`config.mk`:
```
export PLATFORM = sky130hd
export DESIGN_NAME = sisc_fetch_flat
export DESIGN_NICKNAME = d
export VERILOG_FILES = /design/src/rtl/sisc_fetch_if.sv /design/src/rtl/sisc_fetch.sv /design/src/flat_wrapper.sv
export SDC_FILE = /design/constraint.sdc
export NUM_CORES = 1
export LEC_CHECK = 0
export BUFFER_PORTS_ARGS = -buffer_cell sky130_fd_sc_hd__buf_2
export CORE_MARGIN = 1
export CORE_UTILIZATION = 54
export CTS_CLUSTER_DIAMETER = 80
export DETAILED_ROUTE_END_ITERATION = 8
export GPL_TIMING_DRIVEN = 0
export PLACE_DENSITY = 0.85
export SYNTH_ARGS = -nofsm -noshare
export SYNTH_HDL_FRONTEND = slang
export SYNTH_SLANG_ARGS = --single-unit
```
`constraint.sdc`:
```
create_clock -name clk -period 7.4 [get_ports clk]
set_input_delay 2.22 -clock clk [delete_from_list [all_inputs] [get_ports clk]]
set_output_delay 2.22 -clock clk [all_outputs]
set_load 0.05 [all_outputs]
```
`src/rtl/sisc_fetch_if.sv`:
```
// Fetch-stage bundle: instruction-memory request/ack, decode valid/ready,
// and branch redirect signals.
interface sisc_fetch_if #(
    parameter int unsigned PC_W = 16,
    parameter int unsigned IR_W = 32
);
    logic            imem_req;
    logic [PC_W-1:0] imem_addr;
    logic            imem_ack;
    logic [IR_W-1:0] imem_rdata;
    logic [IR_W-1:0] ir;
    logic            ir_valid;
    logic            ir_ready;
    logic            br_taken;
    logic [PC_W-1:0] br_addr;
    logic [PC_W-1:0] pc;
    logic [PC_W-1:0] pc_inc;

    modport master (
        output imem_req, imem_addr, ir, ir_valid, pc, pc_inc,
        input  imem_ack, imem_rdata, ir_ready, br_taken, br_addr
    );

    modport slave (
        input  imem_req, imem_addr, ir, ir_valid, pc, pc_inc,
        output imem_ack, imem_rdata, ir_ready, br_taken, br_addr
    );
endinterface

```
`src/rtl/sisc_fetch.sv`:
```
// SISC instruction fetch: owns the PC, fetches over req/ack into the instruction
// register, and hands it to decode over valid/ready; branch redirects squash wrong-path data.
module sisc_fetch #(
    parameter int unsigned     PC_W   = 16,
    parameter int unsigned     IR_W   = 32,
    parameter logic [PC_W-1:0] RST_PC = '0
) (
    input logic         clk,
    input logic         rst_f,
    sisc_fetch_if.master bus
);
    typedef enum logic {StFetch, StFull} state_e;

    state_e          state_q, state_d;
    logic [PC_W-1:0] fetch_pc_q, fetch_pc_d;
    logic [PC_W-1:0] hold_addr_q, hold_addr_d;
    logic            squash_q, squash_d;
    logic            run_q;
    logic [IR_W-1:0] ir_q, ir_d;
    logic [PC_W-1:0] pc_q, pc_d;

    logic req;
    logic ack;

    // run_q keeps imem_req low during reset and raises it on the first edge after release
    assign req = (state_q == StFetch) && run_q;
    assign ack = req && bus.imem_ack;

    always_ff @(posedge clk or posedge rst_f) begin
        if (rst_f) begin
            state_q     <= StFetch;
            fetch_pc_q  <= RST_PC;
            hold_addr_q <= RST_PC;
            squash_q    <= 1'b0;
            run_q       <= 1'b0;
            ir_q        <= '0;
            pc_q        <= RST_PC;
        end else begin
            state_q     <= state_d;
            fetch_pc_q  <= fetch_pc_d;
            hold_addr_q <= hold_addr_d;
            squash_q    <= squash_d;
            run_q       <= 1'b1;
            ir_q        <= ir_d;
            pc_q        <= pc_d;
        end
    end

    always_comb begin
        state_d     = state_q;
        fetch_pc_d  = fetch_pc_q;
        hold_addr_d = hold_addr_q;
        squash_d    = squash_q;
        ir_d        = ir_q;
        pc_d        = pc_q;
        unique case (state_q)
            StFetch: begin
                if (ack) begin
                    squash_d = 1'b0;
                    if (!squash_q && !bus.br_taken) begin
                        ir_d       = bus.imem_rdata;
                        pc_d       = fetch_pc_q;
                        fetch_pc_d = fetch_pc_q + 1'b1;
                        state_d    = StFull;
                    end
                end else if (req && bus.br_taken && !squash_q) begin
                    // Outstanding request must keep its address; remember it and drop the reply.
                    squash_d    = 1'b1;
                    hold_addr_d = fetch_pc_q;
                end
                if (bus.br_taken) begin
                    fetch_pc_d = bus.br_addr;
                end
            end
            StFull: begin
                if (bus.ir_ready || bus.br_taken) begin
                    state_d = StFetch;
                end
                if (bus.br_taken) begin
                    fetch_pc_d = bus.br_addr;
                end
            end
        endcase
    end

    assign bus.imem_req  = req;
    assign bus.imem_addr = squash_q ? hold_addr_q : fetch_pc_q;
    assign bus.ir        = ir_q;
    assign bus.ir_valid  = (state_q == StFull);
    assign bus.pc        = pc_q;
    assign bus.pc_inc    = pc_q + 1'b1;
endmodule
```
`src/flat_wrapper.sv`:
```
// flat-port wrapper written by rule: the top's interface ports become plain ports
module sisc_fetch_flat 
#(
    parameter int unsigned     PC_W   = 16,
    parameter int unsigned     IR_W   = 32,
    parameter logic [PC_W-1:0] RST_PC = '0
)
  (clk, rst_f, bus_imem_req, bus_imem_addr, bus_ir, bus_ir_valid, bus_pc, bus_pc_inc, bus_imem_ack, bus_imem_rdata, bus_ir_ready, bus_br_taken, bus_br_addr);
  sisc_fetch_if #(.PC_W(PC_W), .IR_W(IR_W)) bus_i ();
  input logic clk;
  input logic rst_f;
  output wire logic [$bits(bus_i.imem_req)-1:0] bus_imem_req;
  output wire logic [$bits(bus_i.imem_addr)-1:0] bus_imem_addr;
  output wire logic [$bits(bus_i.ir)-1:0] bus_ir;
  output wire logic [$bits(bus_i.ir_valid)-1:0] bus_ir_valid;
  output wire logic [$bits(bus_i.pc)-1:0] bus_pc;
  output wire logic [$bits(bus_i.pc_inc)-1:0] bus_pc_inc;
  input wire logic [$bits(bus_i.imem_ack)-1:0] bus_imem_ack;
  input wire logic [$bits(bus_i.imem_rdata)-1:0] bus_imem_rdata;
  input wire logic [$bits(bus_i.ir_ready)-1:0] bus_ir_ready;
  input wire logic [$bits(bus_i.br_taken)-1:0] bus_br_taken;
  input wire logic [$bits(bus_i.br_addr)-1:0] bus_br_addr;
  assign bus_imem_req = bus_i.imem_req;
  assign bus_imem_addr = bus_i.imem_addr;
  assign bus_ir = bus_i.ir;
  assign bus_ir_valid = bus_i.ir_valid;
  assign bus_pc = bus_i.pc;
  assign bus_pc_inc = bus_i.pc_inc;
  assign bus_i.imem_ack = bus_imem_ack;
  assign bus_i.imem_rdata = bus_imem_rdata;
  assign bus_i.ir_ready = bus_ir_ready;
  assign bus_i.br_taken = bus_br_taken;
  assign bus_i.br_addr = bus_br_addr;
  sisc_fetch #(.PC_W(PC_W), .IR_W(IR_W), .RST_PC(RST_PC)) u_core (.clk(clk), .rst_f(rst_f), .bus(bus_i));
endmodule
```
Word level (Yosys, flattened, before mapping)
Cells that the tools add are included.
- register bits after elaboration: 83
- output and inout bits: 82
- input port bits: 53
- logic and storage cells: 39
- muxes and demuxes: 12
- $add $sub $neg: 2
- bitwise logic cells: 2
- equal/unequal tests: 3
- reductions and logical operators: 13
- operators by type and width (operator ; count):
    $mux W16 ; 5
    $add A16 B1 Y16 const B ; 2
    $pmux W16 S2 ; 1
    $reduce_and A3 Y1 ; 3
    $logic_and A1 B1 Y1 ; 5
    $mux W1 ; 5
    $ne A3 B2 Y1 const B ; 1
    $ne A3 B3 Y1 const B ; 1
    $logic_not A1 Y1 ; 2
    $ne A2 B2 Y1 const B ; 1
    $not A1 Y1 ; 2
    $pmux W1 S2 ; 1
    $reduce_and A2 Y1 ; 1
    $reduce_bool A2 Y1 ; 1
    $logic_or A1 B1 Y1 ; 1

Logic depth before layout (Yosys ltp)
Gate-level depths: netlist of run 1.
- depth in word-level cells: 6
- gate-level depth with buffers: 6

Worst setup path before layout of run 1
OpenSTA, ideal clock, no wires.
- path kind: reg2out
- start point: register u_core.pc_q[2] (netlist: u_core.bus.pc[2])
- end point: output bus_pc_inc[13]
- path slack: 2.810 ns
- stages on the path, launching flop included: 5
- data arrival time: 2.370 ns
- data required time: 5.180 ns
- path buffers: 0
- cells stage by stage: dfrtp_1 > nand3_1 > nor3_1 > nand4_1 > xnor2_1
- cells in the longest elaborated chain, start to end: 1
- RTL lines (what ; RTL line ; source):
    start, declared ; sisc_fetch.sv:20 ; logic [PC_W-1:0] pc_q, pc_d;
    start signal, assigned ; sisc_fetch.sv:45 ; pc_q <= pc_d;
    $add A16 B1 Y16 ; sisc_fetch.sv:91 ; assign bus.pc_inc = pc_q + 1'b1;
    end, declared ; flat_wrapper.sv:17 ; output wire logic [$bits(bus_i.pc_inc)-1:0] bus_pc_inc;
Every way passes these cells.

Worst setup path after layout of run 1
Same ends and word-level chain as after synthesis.

==> results of run 1 <==
==> per-stage QoR <==
stage	worst slack (ns)	instance area (um2)	power (uW)	std cells
after floorplan	2.81	4020	1540	329
after global placement	2.19	4810	1750	562
after detailed placement	3.40	4840	1780	563
after CTS	3.01	5120	2210	579
after global routing	2.83	5120	2300	579
final	3.05	5120	2190	579
==> power by group through the flow <==
| stage | clock network [uW] | registers (uW) | logic [uW] |
|---|---|---|---|
| final | 427 | 711 | 1060 |
| after global placement | 0 | 704 | 1040 |
| after CTS | 435 | 711 | 1060 |
| after floorplan | 0 | 1010 | 534 |
| after global routing | 455 | 733 | 1110 |
| after detailed placement | 0 | 717 | 1060 |
==> area by class of cell <==
type                       count  area (um2)  area share
timing repair buffer         135         698       0.136
inverter                       4        17.5     0.00342
sequential                    83        2080       0.406
tap                           99         124      0.0242
multi-input combinational    224        1800       0.351
clock inverter                 6         136      0.0267
buffer                        18         131      0.0257
clock buffer                  10         138      0.0269
==> placed cells by master (no fill, tap or decap), types with 4 or more instances in the layout <==
master and count:
clkbuf_8 13, nand3_1 17, nand4_1 6, o22a_1 4, nor2_1 15, xnor2_1 12
clkbuf_1 4, o21ai_0 7, bufinv_16 4, dfrtp_1 83, a21oi_1 15, nand2_1 19
mux2_2 78, nor3_1 4, and3_1 6, buf_2 140
==> flip-flops by register name (all words and copies together), names as in the netlist <==
name                 cells
u_core.bus.ir           32
u_core.bus.ir_valid      1
u_core.bus.pc           16
u_core.fetch_pc_q       16
u_core.hold_addr_q      16
u_core.run_q             1
u_core.squash_q          1
==> metal layers <==
layer	track usage	wire length, um
met5	0	0
met4	0.0997	171
met3	0.0541	682
met2	0.410	4480
met1	0.327	3870
==> worst min path at each step <==
stage,end,start,slack (ns),depth (start not counted)
after floorplan,u_core.hold_addr_q[0],u_core.hold_addr_q[0],0.47,1
after global placement,u_core.hold_addr_q[8],u_core.hold_addr_q[8],0.48,1
after detailed placement,u_core.hold_addr_q[10],u_core.hold_addr_q[10],0.49,1
after CTS,u_core.hold_addr_q[10],u_core.hold_addr_q[10],0.51,1
after global routing,u_core.hold_addr_q[13],u_core.hold_addr_q[13],0.52,1
final,u_core.bus.ir[1],u_core.bus.ir[1],0.51,1
==> logic make-up (layout without fill, tap and decap cells) <==
group | after synthesis | in the layout | share of synthesized area
buf+inv | 22 | 173 | 0.0364
other cells | 1 | 1 | 0.000933
xor+xnor | 15 | 15 | 0.0327
fa+ha+maj | 2 | 2 | 0.00623
compound gates | 44 | 44 | 0.0707
simple gates | 84 | 84 | 0.118
mux | 78 | 78 | 0.219
flops | 83 | 83 | 0.517
==> run_results.csv, run 1 <==
group,metric,value,unit
final_layout,fin_nets,530,
synthesis,ys_warn_count,0,
final_layout,diodes,0,
floorplanning,fp.dieArea,7790,um2
global_route,antenna_found_initial,0,
setup_path,reg2reg_slack,5.22,ns
detailed_routing,via_count,3156,
timing,drv_slew,0,
timing,slew_headroom,0.600,
power_and_ir_drop,power.share.clock,0.195,
setup_path,start_kind,"flop",
status,status,"finished with violations",
final_layout,drive_gt1_frac,0.523,
synthesis,avgSynthCellArea,12.2,um2
detailed_routing,ant_nets,0,
detailed_routing,vias_per_cell,5.45,
synthesis,synthArstFlopShare,1.00,
floorplanning,core,7210,um2
clock_network,insertion_delay,0.35,ns
clock_network,post_cts_buffers,0,
floorplanning,dieHeight,88.3,um
clock_network,clock-sinks,83,
timing,finalCriticalPeriod,4.35,ns
setup_path,crit_path_start,"u_core.bus.pc[2]",
floorplanning,initial_utilization,0.557,
setup_path,r2r-end,"u_core.bus.pc[4]",
clock_network,cts_tree,"done",
timing,hold_viol,0,
timing,timing.hold.ws,0.505,ns
timing,fin_crit_sh,0.588,
detailed_routing,avgRoutedWirePerCell,15.9,um
floorplanning,fp.dieW,88.3,um
power_and_ir_drop,pwr-share-seq,0.324,
global_route,grt_pass1_wl,14.5,mm
synthesis,post-synth-top-area-cell,"dfrtp_1",
global_route,grt_usage,0.251,
global_route,grt_max_degree,47,
final_layout,post-route-util,0.709,
clock_network,ctsHtreeMaxLevel,3,
status,failed_checks,"DRC",
clock_network,cts_max_path_buffers,2,
hold_path,hp-class,"reg -> reg",
setup_path,crit_fanout,6,
synthesis,synth_nets,384,
clock_network,cts_hold_buf,0,
floorplanning,rows,31,
synthesis,ys_seq_elements,83,
clock_network,root_buffer,"clkbuf_8",
timing,setup_tns,0,ns
setup_path,cp_num_buf_inv,1,
clock_network,cts_made_buffers,9,
power_and_ir_drop,powerDensity,429,nW/um2
power_and_ir_drop,power_leakage,0.00236,uW
setup_path,path_cells,"nand3_1 > nor3_1 > nand4_1 > xnor2_1 > buf_2",
setup_path,required,5.18,ns
detailed_routing,drtIter0Drc,228,
floorplanning,ioPinCount,135,
power_and_ir_drop,ir_drop,0.000306,V
synthesis,syn_inst,329,
setup_path,r2r_start,"u_core.bus.ir_valid",
synthesis,syn-cell-area,4020,um2
timing,rsz0062_at_grt,"false",
setup_path,endpoint_kind,"primary output",
synthesis,ys_seq_area_frac,0.517,
synthesis,synth_top_cells_by_area,"dfrtp_1 (52%), mux2_2 (22%), xnor2_1 (2.6%)",
setup_path,path_class,"reg -> out",
timing,finalSetupViolCount,0,
synthesis,ys.flop_type,"dfrtp_1",
timing,worst_pin_slew,0.600,ns
clock_network,cts_resized,0,
timing,fmaxAchievable,230,MHz
synthesis,synthDominantCellAreaShare,0.517,
global_route,grt_overflow,0,
synthesis,ys_top_cells_by_count,"dfrtp_1 (83), mux2_2 (78), nand2_1 (19), nand3_1 (17)",
placed_design,hpwl,6.78,mm
setup_path,crit_cells,5,
final_layout,area_growth_syn_to_layout,27.3,%
detailed_routing,drc,2,
placed_design,globalplace.congestion,0.941,
placed_design,io_buffers,134,
setup_path,reg2reg_depth,5,
power_and_ir_drop,switching_share,0.474,
detailed_routing,drt_first_pass_iters,6,
power_and_ir_drop,intPower,1150,uW
power_and_ir_drop,p_switching,1040,uW
setup_path,slowest_delay,0.54,ns
synthesis,synthDistinctLibCells,47,
power_and_ir_drop,combPwrFrac,0.482,
detailed_routing,drt_wl_total,9.20,mm
setup_path,worstSetupEndpoint,"bus_pc_inc[13]",
setup_path,crit_family,"simple AND/OR/NAND/NOR gates",
synthesis,yosysMostFrequentCell,"dfrtp_1",
flow_run,cap_violations,0,
final_layout,fillers,569,
synthesis,synth_edf_count,0,
timing,clock_skew,0.00736,ns
clock_network,cts.clk_slew.worst_paths,0.08,ns
setup_path,critPathArrivalTime,2.13,ns
global_route,first_global_vias,2921,
setup_path,slowest_stage,"nor3_1",
No activity file was read; power rests on OpenSTA's default activity.
==> inputs of run 2 (changes only) <==
Settings changed: CORE_UTILIZATION 54 to 51, PLACE_DENSITY 0.85 to 0.81.
Clock period 7.4 ns to 4.4 ns, I/O delays scaled along.
==> run 2 against run 1 <==
Against the previous run:
- critical endpoint is now bus_pc_inc[12]
- non-clock buffer count unchanged
- the run now ends clean
- sequential share of layout area up 0.43 points
- critical path depth up 1
- first-iteration DRC count down 7.5%
- largest cell class unchanged
- critical path type unchanged
- global-route usage down 3.2 points
==> run_results.csv, run 2 (synthesized netlist as in run 1, its figures left out) <==
group,metric,value,unit
floorplanning,fp.dieW,90.8,um
power_and_ir_drop,combPwrFrac,0.498,
clock_network,cts_resized,0,
setup_path,endpoint_kind,"primary output",
floorplanning,core,7690,um2
power_and_ir_drop,p_switching,1750,uW
placed_design,globalplace.congestion,0.834,
final_layout,fin_nets,530,
timing,hold_viol,0,
setup_path,slowest_delay,0.44,ns
timing,finalCriticalPeriod,3.48,ns
clock_network,cts_made_buffers,9,
final_layout,diodes,0,
global_route,grtUsageMet3,0.0463,
detailed_routing,drt_first_pass_iters,4,
timing,drv_slew,0,
global_route,grt_pass1_wl,14.3,mm
final_layout,multi_input_area,1800,um2
final_layout,post-route-util,0.659,
setup_path,start_kind,"flop",
timing,fmaxAchievable,287,MHz
detailed_routing,drt_wl_total,8.89,mm
timing,setup_tns,0,ns
detailed_routing,drtIter0Drc,211,
setup_path,slowest_stage,"nor3_1",
setup_path,required,3.08,ns
global_route,grt_busiest_layer,"met2",
timing,fin_crit_sh,0.792,
floorplanning,rows,32,
timing,slew_headroom,0.590,
power_and_ir_drop,power.share.clock,0.167,
power_and_ir_drop,switching_share,0.491,
global_route,grt_usage,0.219,
setup_path,reg2reg_depth,5,
timing,rsz0062_at_grt,"false",
setup_path,critPathArrivalTime,2.16,ns
floorplanning,initial_utilization,0.523,
clock_network,clock-sinks,83,
detailed_routing,via_count,3192,
timing,clock_skew,0.0102,ns
timing,finalSetupViolCount,0,
global_route,use_met2,0.363,
clock_network,insertion_delay,0.35,ns
setup_path,path_class,"reg -> out",
power_and_ir_drop,powerDensity,703,nW/um2
global_route,grtUsageMet1,0.288,
flow_run,cap_violations,0,
clock_network,ctsHtreeMaxLevel,3,
floorplanning,fp.dieArea,8240,um2
placed_design,hpwl,6.66,mm
global_route,grt_overflow,0,
hold_path,hold_path_depth,1,
status,status,"completed",
global_route,grt_max_degree,53,
clock_network,cts_hold_buf,0,
clock_network,cts_max_path_buffers,2,
final_layout,seq_area,2080,um2
floorplanning,dieHeight,90.8,um
hold_path,hp-class,"reg -> reg",
detailed_routing,avgRoutedWirePerCell,15.3,um
power_and_ir_drop,intPower,1810,uW
final_layout,area_growth_syn_to_layout,26.0,%
clock_network,cts.clk_slew.worst_paths,0.08,ns
detailed_routing,vias_per_cell,5.48,
global_route,first_global_vias,2907,
power_and_ir_drop,power_leakage,0.00233,uW
timing,worst_pin_slew,0.615,ns
final_layout,drive_gt1_frac,0.521,
clock_network,post_cts_buffers,0,
setup_path,path_cells,"ha_1 > inv_1 > nor3_1 > nand3_1 > xnor2_1 > buf_2",
placed_design,io_buffers,134,
final_layout,largest_reg_flops,32,
final_layout,fillers,649,
final_layout,final_cell_mix,"buf_2 (140), dfrtp_1 (83), mux2_2 (78), nand2_1 (19), nand3_1 (17)",
final_layout,final_common_cell,"buf_2",
floorplanning,ioPinCount,135,
detailed_routing,ant_nets,0,
clock_network,root_buffer,"clkbuf_8",
power_and_ir_drop,ir_drop,0.000419,V
detailed_routing,drc,0,
timing,timing.hold.ws,0.506,ns
power_and_ir_drop,pwr-share-seq,0.335,
global_route,antenna_found_initial,0,
setup_path,crit_fanout,5,
clock_network,cts_tree,"done",
==> run 2: final cells by class <==
cell class	instances	area share
Tap cell	102	0.0252
Multi-Input combinational cell	224	0.355
Timing Repair Buffer	135	0.138
Sequential cell	83	0.410
Buffer	18	0.0259
Inverter	4	0.00346
Clock buffer	10	0.0252
Clock inverter	6	0.0175
==> run 2: path summary, 6_finish.rpt <==
kind / start / to / slack (ns)
worst max-delay path: u_core.bus.pc[1] / bus_pc_inc[12] / 0.92
worst min-delay path: u_core.hold_addr_q[3] / u_core.hold_addr_q[3] / 0.51
worst max register to register: u_core.bus.ir_valid / u_core.bus.pc[5] / 2.26
worst min register to register: u_core.hold_addr_q[3] / u_core.hold_addr_q[3] / 0.51
max in group asynchronous: rst_f / u_core.bus.pc[10] / 2.83
min in group asynchronous: rst_f / u_core.bus.ir[9] / 0.96
==> run 2: layer usage <==
metal,part of all wire,wire length [um]
met1,0.45,3960
met2,0.48,4290
met3,0.059,529
met4,0.013,114
met5,0,0
==> run 2: worst max-delay path, delay by kind of cell, from the launching register on <==
family,cells,cell delay [ns]
DFF,1,0.43
and+or+nand+nor,2,0.62
buffers and inverters,2,0.34
xor gates and xnor gates,1,0.16
adders and majority gates,1,0.27
==> run 2: power groups by stage <==
stage / logic (uW) / registers (uW) / clock network, uW
6_report: 1770 / 1190 / 594
5_1_grt: 1850 / 1230 / 632
4_1_cts: 1780 / 1190 / 606
3_5_place_dp: 1780 / 1200 / 0
3_3_place_gp: 1760 / 1190 / 0
2_1_floorplan: 898 / 1700 / 0
==> run 2: through the flow <==
stage / cells / power [uW] / instance area [um2] / worst slack (ns)
final: 582 / 3560 / 5060 / 0.915
after global routing: 582 / 3710 / 5060 / 0.784
after CTS: 582 / 3580 / 5060 / 0.872
after detailed placement: 566 / 2990 / 4850 / 1.26
after global placement: 565 / 2940 / 4820 / 0.0176
after floorplan: 329 / 2600 / 4020 / 0.710
